`config.mk`:
```
export PLATFORM = sky130hd
export DESIGN_NAME = filtr_peak_detector
export DESIGN_NICKNAME = d
export VERILOG_FILES = /design/src/rtl/filtr_peak_detector.sv
export SDC_FILE = /design/constraint.sdc
export NUM_CORES = 1
export LEC_CHECK = 0
export CORE_MARGIN = 10
export CORE_UTILIZATION = 55
export CTS_BUF_LIST = sky130_fd_sc_hd__clkbuf_8
export DETAILED_ROUTE_END_ITERATION = 8
export HOLD_SLACK_MARGIN = 0.1
export PLACE_DENSITY = 0.83
export SLEW_MARGIN = 40
export SYNTH_ARGS = -nofsm -noshare
export SYNTH_HDL_FRONTEND = slang
export SYNTH_SLANG_ARGS = --single-unit
```
`constraint.sdc`:
```
create_clock -name clk -period 18.5 [get_ports clk]
set_clock_uncertainty 0.15 [all_clocks]
set_input_delay 3.7 -clock clk [delete_from_list [all_inputs] [get_ports clk]]
set_output_delay 3.7 -clock clk [all_outputs]
set_load 0.05 [all_outputs]
```
`src/rtl/filtr_peak_detector.sv`:
```
// filtr_peak_detector
// Tracks the peak magnitude of the filtered sample stream over a programmable
// window of samples. At the end of each window it makes a bit decision with a
// two-threshold hysteresis comparator and strobes the result to the decoder.
module filtr_peak_detector #(
  parameter int unsigned N      = 40,
  parameter int unsigned THR_HI = 1000,
  parameter int unsigned THR_LO = 500
) (
  input  logic               clk,
  input  logic               reset,
  input  logic               start,
  input  logic               i_valid,
  input  logic signed [31:0] i_signal,
  input  logic               enabel,
  input  logic [2:0]         address,
  input  logic [31:0]        data,
  output logic               o_valid,
  output logic               o_bit,
  output logic [31:0]        o_peak,
  output logic               o_busy
);

  localparam int DATA_W = 32;
  localparam int CNT_W  = 16;

  localparam logic [CNT_W-1:0]  LEN_RST    = CNT_W'(N);
  localparam logic [DATA_W-1:0] THR_HI_RST = DATA_W'(THR_HI);
  localparam logic [DATA_W-1:0] THR_LO_RST = DATA_W'(THR_LO);

  typedef enum logic {
    S_IDLE = 1'b0,
    S_ACC  = 1'b1
  } state_t;

  state_t             r_state;
  state_t             w_state_nxt;

  logic [DATA_W-1:0]  r_thr_hi;
  logic [DATA_W-1:0]  r_thr_lo;
  logic [CNT_W-1:0]   r_len_cfg;
  logic [CNT_W-1:0]   r_len_act;
  logic [CNT_W-1:0]   r_count;
  logic [DATA_W-1:0]  r_peak;

  logic [CNT_W-1:0]   w_len_win;
  logic               w_vld_p0;
  logic               w_last_p0;
  logic [DATA_W-1:0]  w_mag_p0;
  logic [DATA_W-1:0]  w_peak_p0;
  logic               w_bit_p0;

  // Absolute value with saturation: the most negative input has no positive
  // twin in 32 bits, so it clamps to the largest positive magnitude.
  function automatic logic [DATA_W-1:0] f_mag(input logic signed [DATA_W-1:0] x);
    logic signed [DATA_W-1:0] neg;
    neg = -x;
    if (!x[DATA_W-1]) return $unsigned(x);
    if (neg[DATA_W-1]) return {1'b0, {(DATA_W-1){1'b1}}};
    return $unsigned(neg);
  endfunction

  // Hysteresis decision; the upper test wins when the thresholds cross.
  function automatic logic f_decide(input logic [DATA_W-1:0] p,
                                    input logic [DATA_W-1:0] hi,
                                    input logic [DATA_W-1:0] lo,
                                    input logic              held);
    if (p >= hi) return 1'b1;
    if (p < lo)  return 1'b0;
    return held;
  endfunction

  // Control state register
  always_ff @(posedge clk) begin
    if (reset) r_state <= S_IDLE;
    else       r_state <= w_state_nxt;
  end

  // Next state: arm on start, abandon the window as soon as start falls
  always_comb begin
    w_state_nxt = r_state;
    case (r_state)
      S_IDLE:  if (start)  w_state_nxt = S_ACC;
      S_ACC:   if (!start) w_state_nxt = S_IDLE;
      default: w_state_nxt = S_IDLE;
    endcase
  end

  // ---- stage p0: incoming sample, combinational peak and decision ----
  // A fresh window (count 0) uses the configured length directly, so a length
  // of 1 decides on the very first sample.
  assign w_len_win = (r_count == '0) ? r_len_cfg : r_len_act;
  assign w_vld_p0  = (r_state == S_ACC) && start && i_valid;
  assign w_last_p0 = w_vld_p0 && (r_count == (w_len_win - CNT_W'(1)));
  assign w_mag_p0  = f_mag(i_signal);
  assign w_peak_p0 = (w_mag_p0 > r_peak) ? w_mag_p0 : r_peak;
  assign w_bit_p0  = f_decide(w_peak_p0, r_thr_hi, r_thr_lo, o_bit);

  // Register file writes; a zero window length is rejected
  always_ff @(posedge clk) begin
    if (reset) begin
      r_thr_hi  <= THR_HI_RST;
      r_thr_lo  <= THR_LO_RST;
      r_len_cfg <= LEN_RST;
    end else if (enabel) begin
      case (address)
        3'd0: r_thr_hi <= data;
        3'd1: r_thr_lo <= data;
        3'd2: if (data[CNT_W-1:0] != '0) r_len_cfg <= data[CNT_W-1:0];
        default: ;
      endcase
    end
  end

  // ---- stage p1: window accumulation and registered results ----
  // Window accumulation, decision capture and the one-cycle result strobe
  always_ff @(posedge clk) begin
    if (reset) begin
      r_count   <= '0;
      r_peak    <= '0;
      r_len_act <= LEN_RST;
      o_valid   <= 1'b0;
      o_bit     <= 1'b0;
      o_peak    <= '0;
      o_busy    <= 1'b0;
    end else begin
      o_valid <= 1'b0;
      if ((r_state != S_ACC) || !start) begin
        r_count <= '0;
        r_peak  <= '0;
        o_busy  <= 1'b0;
      end else if (w_vld_p0) begin
        if (r_count == '0) r_len_act <= r_len_cfg;
        if (w_last_p0) begin
          r_count <= '0;
          r_peak  <= '0;
          o_busy  <= 1'b0;
          o_peak  <= w_peak_p0;
          o_bit   <= w_bit_p0;
          o_valid <= 1'b1;
        end else begin
          r_count <= r_count + CNT_W'(1);
          r_peak  <= w_peak_p0;
          o_busy  <= 1'b1;
        end
      end
    end
  end

endmodule

```
==> impl_summary.md <==
Drt
The first-pass detailed-route iteration total is 6. Once detail routing completed, the nets flagged for antenna violations numbered 0. The wire length per cell is 18.1 µm. In the routed layout, each cell is associated on average with a via count of 5.90. The sum of routed wire length over all layers is 30,300 µm.

The routed layout has 9,882 vias. In the routed design, unresolved DRC markers number 0. The first-iteration detailed-routing DRC count is 899.

GRT
The first-pass GRT wire length is 48,800 µm. The initial antenna violation count is 0. The total overflow reported by the global router is 0.

The via count of the first global-routing pass is 9,363. Entering global routing, the biggest net connects 73 pins. The global-route usage over all layers is 0.228.

Critical path
Of all nets on the critical path, the largest fanout is 20. The largest single stage delay on the critical path is 0.64 ns. The master of the slowest instance on the critical path is sky130_fd_sc_hd__or4_1. Walking the worst path, the cells encountered are clkdlybuf4s50_1 -> or4_1 -> or4_1 -> nor3_1 -> and3_1 -> nor3_1 -> a21oi_1 -> ha_1 -> nand4_1 -> nor4_1 -> o31ai_1 -> a21oi_4 -> buf_4 -> mux2_2 -> ha_1 -> a21o_1 -> a21o_1 -> a21oi_1 -> nor2_1 -> a2111oi_0 -> nor2_1 -> a211oi_1 -> o32a_1 -> o221ai_1. The data arrival time of the critical path is 10.62 ns.

The worst setup path is captured at a register. The element type at the critical path start is a primary input. For the worst setup path, the data required time is 18.70 ns. The kind of critical path is primary input to register.

Place
The cell count after placement is 1,642. The count of buffers from port buffering is 106. The placer congestion estimate is 0.914. The half-perimeter wire length after detailed placement is 22,700 µm. The worst setup timing slack at the placement stage is 7.44 ns.

Cells and area
In the layout the commonest cells are 208 x sky130_fd_sc_hd__nand2_1, 180 x sky130_fd_sc_hd__dfxtp_1, 108 x sky130_fd_sc_hd__inv_1. The leading cell type in the layout, fill and taps excluded is sky130_fd_sc_hd__nand2_1. For this run, the number of standard cells in the final layout without fillers is 1,674. From synthesis to final layout, the design area changed by 15.0%. The number of nets in the layout is 1,566.

The layout cell share with drive strength beyond 1 is 0.0710. 0 antenna diodes ended up in the layout.

Logic synthesis
The share of synthesized area in the top cell type comes to 0.328. The number of warning messages in the yosys log is 0. After synthesis, the cell types taking the most area are sky130_fd_sc_hd__dfxtp_1 33%, sky130_fd_sc_hd__ha_1 11%, sky130_fd_sc_hd__nand2_1 7.2%, sky130_fd_sc_hd__mux2i_1 5.2%, sky130_fd_sc_hd__a21oi_1 4.5%. The register bit total from synthesis is 180. Synthesis produced a netlist whose cell count is 1,325.

The synthesized design spends more area on one cell type than any other, namely sky130_fd_sc_hd__dfxtp_1. For this run, asynchronously set or reset flops after synthesis account for 0. The number of unique standard cell types used by synthesis is 64. In the synthesized netlist the dominant register cell turns out to be sky130_fd_sc_hd__dfxtp_1. The synthesized netlist net count is 1,495. In this run, synthesis inferred 0 flip-flops with an integrated enable. The post-synthesis instance area is 11,000 µm². The sequential cell area fraction in the yosys report is 0.328.

The mean cell area of the mapped netlist is 8.28 µm².

Pwr
The maximum vdd ir drop is 0.0000473 V. For this design the static power due to leakage is 4.83 nW. Power comes to 0.841 mW. The cell area power density is 66.6 nW/µm².

Timing
Dividing the final minimum period by the clock period gives 0.563. Setup violations remaining at the end of the flow were counted as 0. For the pin with the worst max-slew slack, the measured transition is 0.802 ns.

The number of slew-limit violations in the final report was 0. The worst slew margin relative to its limit is 0.465. Setup repair after global routing left no endpoint under its margin. The final count of hold timing violations is 0.

Based on the critical path, the design can be clocked at up to 96.0 MHz. The worst path meets setup with 8.08 ns of slack. Summed over all failing endpoints, the final setup total negative slack is 0 ns. Counting I/O delays and the setup requirement, the final critical path takes 10.42 ns.

Clock network
In this run the post-CTS setup repair buffer count came out at 0. The number of instances resized during post-cts repair is 0. The maximum clock insertion buffer count is 2. The tree is rooted in a sky130_fd_sc_hd__clkbuf_8. The clock insertion delay at the later pin of the skew report is 0.47 ns. The number of clock buffers added by TritonCTS is 17. The H-tree depth is 4. The number of buffers inserted by hold repair at cts is 0. The clock transition at the register clock pins on the worst setup and hold paths after CTS is 0.09 ns. The clock net in this run drives a total of 180 sinks.

The CTS tree is done.

Run
The number of max-cap violations is 0.

Floorplanning
The initial utilization of the core area, before any placement, comes to 0.562. Row generation in the floorplan step produced 51 rows. The region available for standard cell placement spans 19,500 µm². The floorplan step defined a die boundary enclosing 26,000 µm².

The y dimension of the die is 161 µm. The top-level port count is 107. In this run the horizontal extent of the chip is 161 µm.

Min path
The class of the worst hold path is register to register.

Outcome
The flow ran to the end, and the final reports show no timing, DRC or antenna violations.
## cell type report
| cell class | count | area [µm²] |
|---|---|---|
| timing repair buffer | 113 | 1110 |
| tap | 265 | 332 |
| clock inverter | 13 | 168 |
| multi-input combinational | 980 | 6760 |
| inverter | 104 | 390 |
| fill | 1633 | 6900 |
| clock buffer | 19 | 262 |
| sequential | 180 | 3600 |
## kinds of logic (layout without fill, tap and decap cells)
family	Yosys count	after routing	share of synthesized area
and+or+nand+nor	480	480	0.215
AOI/OAI and AO/OA	250	250	0.149
xor gates and xnor gates	58	58	0.0475
adders and majority gates	98	98	0.112
muxes	94	94	0.0899
DFF	180	180	0.328
buffers and inverters	165	249	0.0590
## worst max-delay path: cells and delay by family
kind                       cells  cell delay (ns)
AOI/OAI and AO/OA             10             2.46
adders and majority gates      2             0.54
buffers and inverters          2             0.83
muxes                          1             0.40
and+or+nand+nor                9             2.69
## cell usage after synthesis (all sizes together) (5+ instances only)
cell type  number
a211oi          6
a21o           28
a21oi          99
a22o           31
a22oi           5
and3           11
buf            12
clkbuf         49
dfxtp         180
ha             98
inv           103
mux2           37
mux2i          57
nand2         210
nand2b          7
nand3          15
nand4          30
nor2           97
nor2b          13
nor3           25
nor4           23
nor4b           5
o211ai         15
o21ai          26
o31ai          12
or2             7
or3            11
or4             9
xnor2          20
xor2           37
## final timing paths
kind,from,endpoint,slack [ns],cells after the start
setup / recovery,i_signal[17],o_bit,8.08,24
hold / removal,r_thr_hi[12],r_thr_hi[12],0.31,2
setup reg to reg,r_count[0],r_peak[26],12.79,17
hold reg to reg,r_thr_hi[12],r_thr_hi[12],0.31,2
## sequential cells by signal, summed over array words and instances, names as in the netlist
signal and flops:
r_len_cfg 16, r_count 16, o_busy 1, r_peak 32, o_valid 1, r_thr_hi 32
o_bit 1, o_peak 32, r_len_act 16, r_thr_lo 32, r_state 1
## routing by layer
| layer | GRT usage | wire length, µm |
|---|---|---|
| met1 | 0.325 | 14200 |
| met4 | 0.0649 | 597 |
| met2 | 0.342 | 13200 |
| met5 | 0 | 0 |
| met3 | 0.0445 | 2350 |
## report_power, final
part / internal, mW / leakage, nW / total (mW) / switching, mW
clock: 0.152 / 0.228 / 0.294 / 0.142
sequential: 0.392 / 1.45 / 0.395 / 0.00356
combinational: 0.0654 / 3.15 / 0.152 / 0.0862
total: 0.609 / 4.83 / 0.841 / 0.232
## metrics by stage
| stage | util | cell area [µm²] | hold WS (ns) |
|---|---|---|---|
| floorplan | - | 11000 | 0.282 |
| global placement | 0.623 | 12200 | 0.292 |
| detailed placement | 0.624 | 12200 | 0.296 |
| CTS | 0.646 | 12600 | 0.310 |
| global route | 0.646 | 12600 | 0.324 |
| finish | 0.646 | 12600 | 0.308 |
Power figures use the tool's default switching activity.
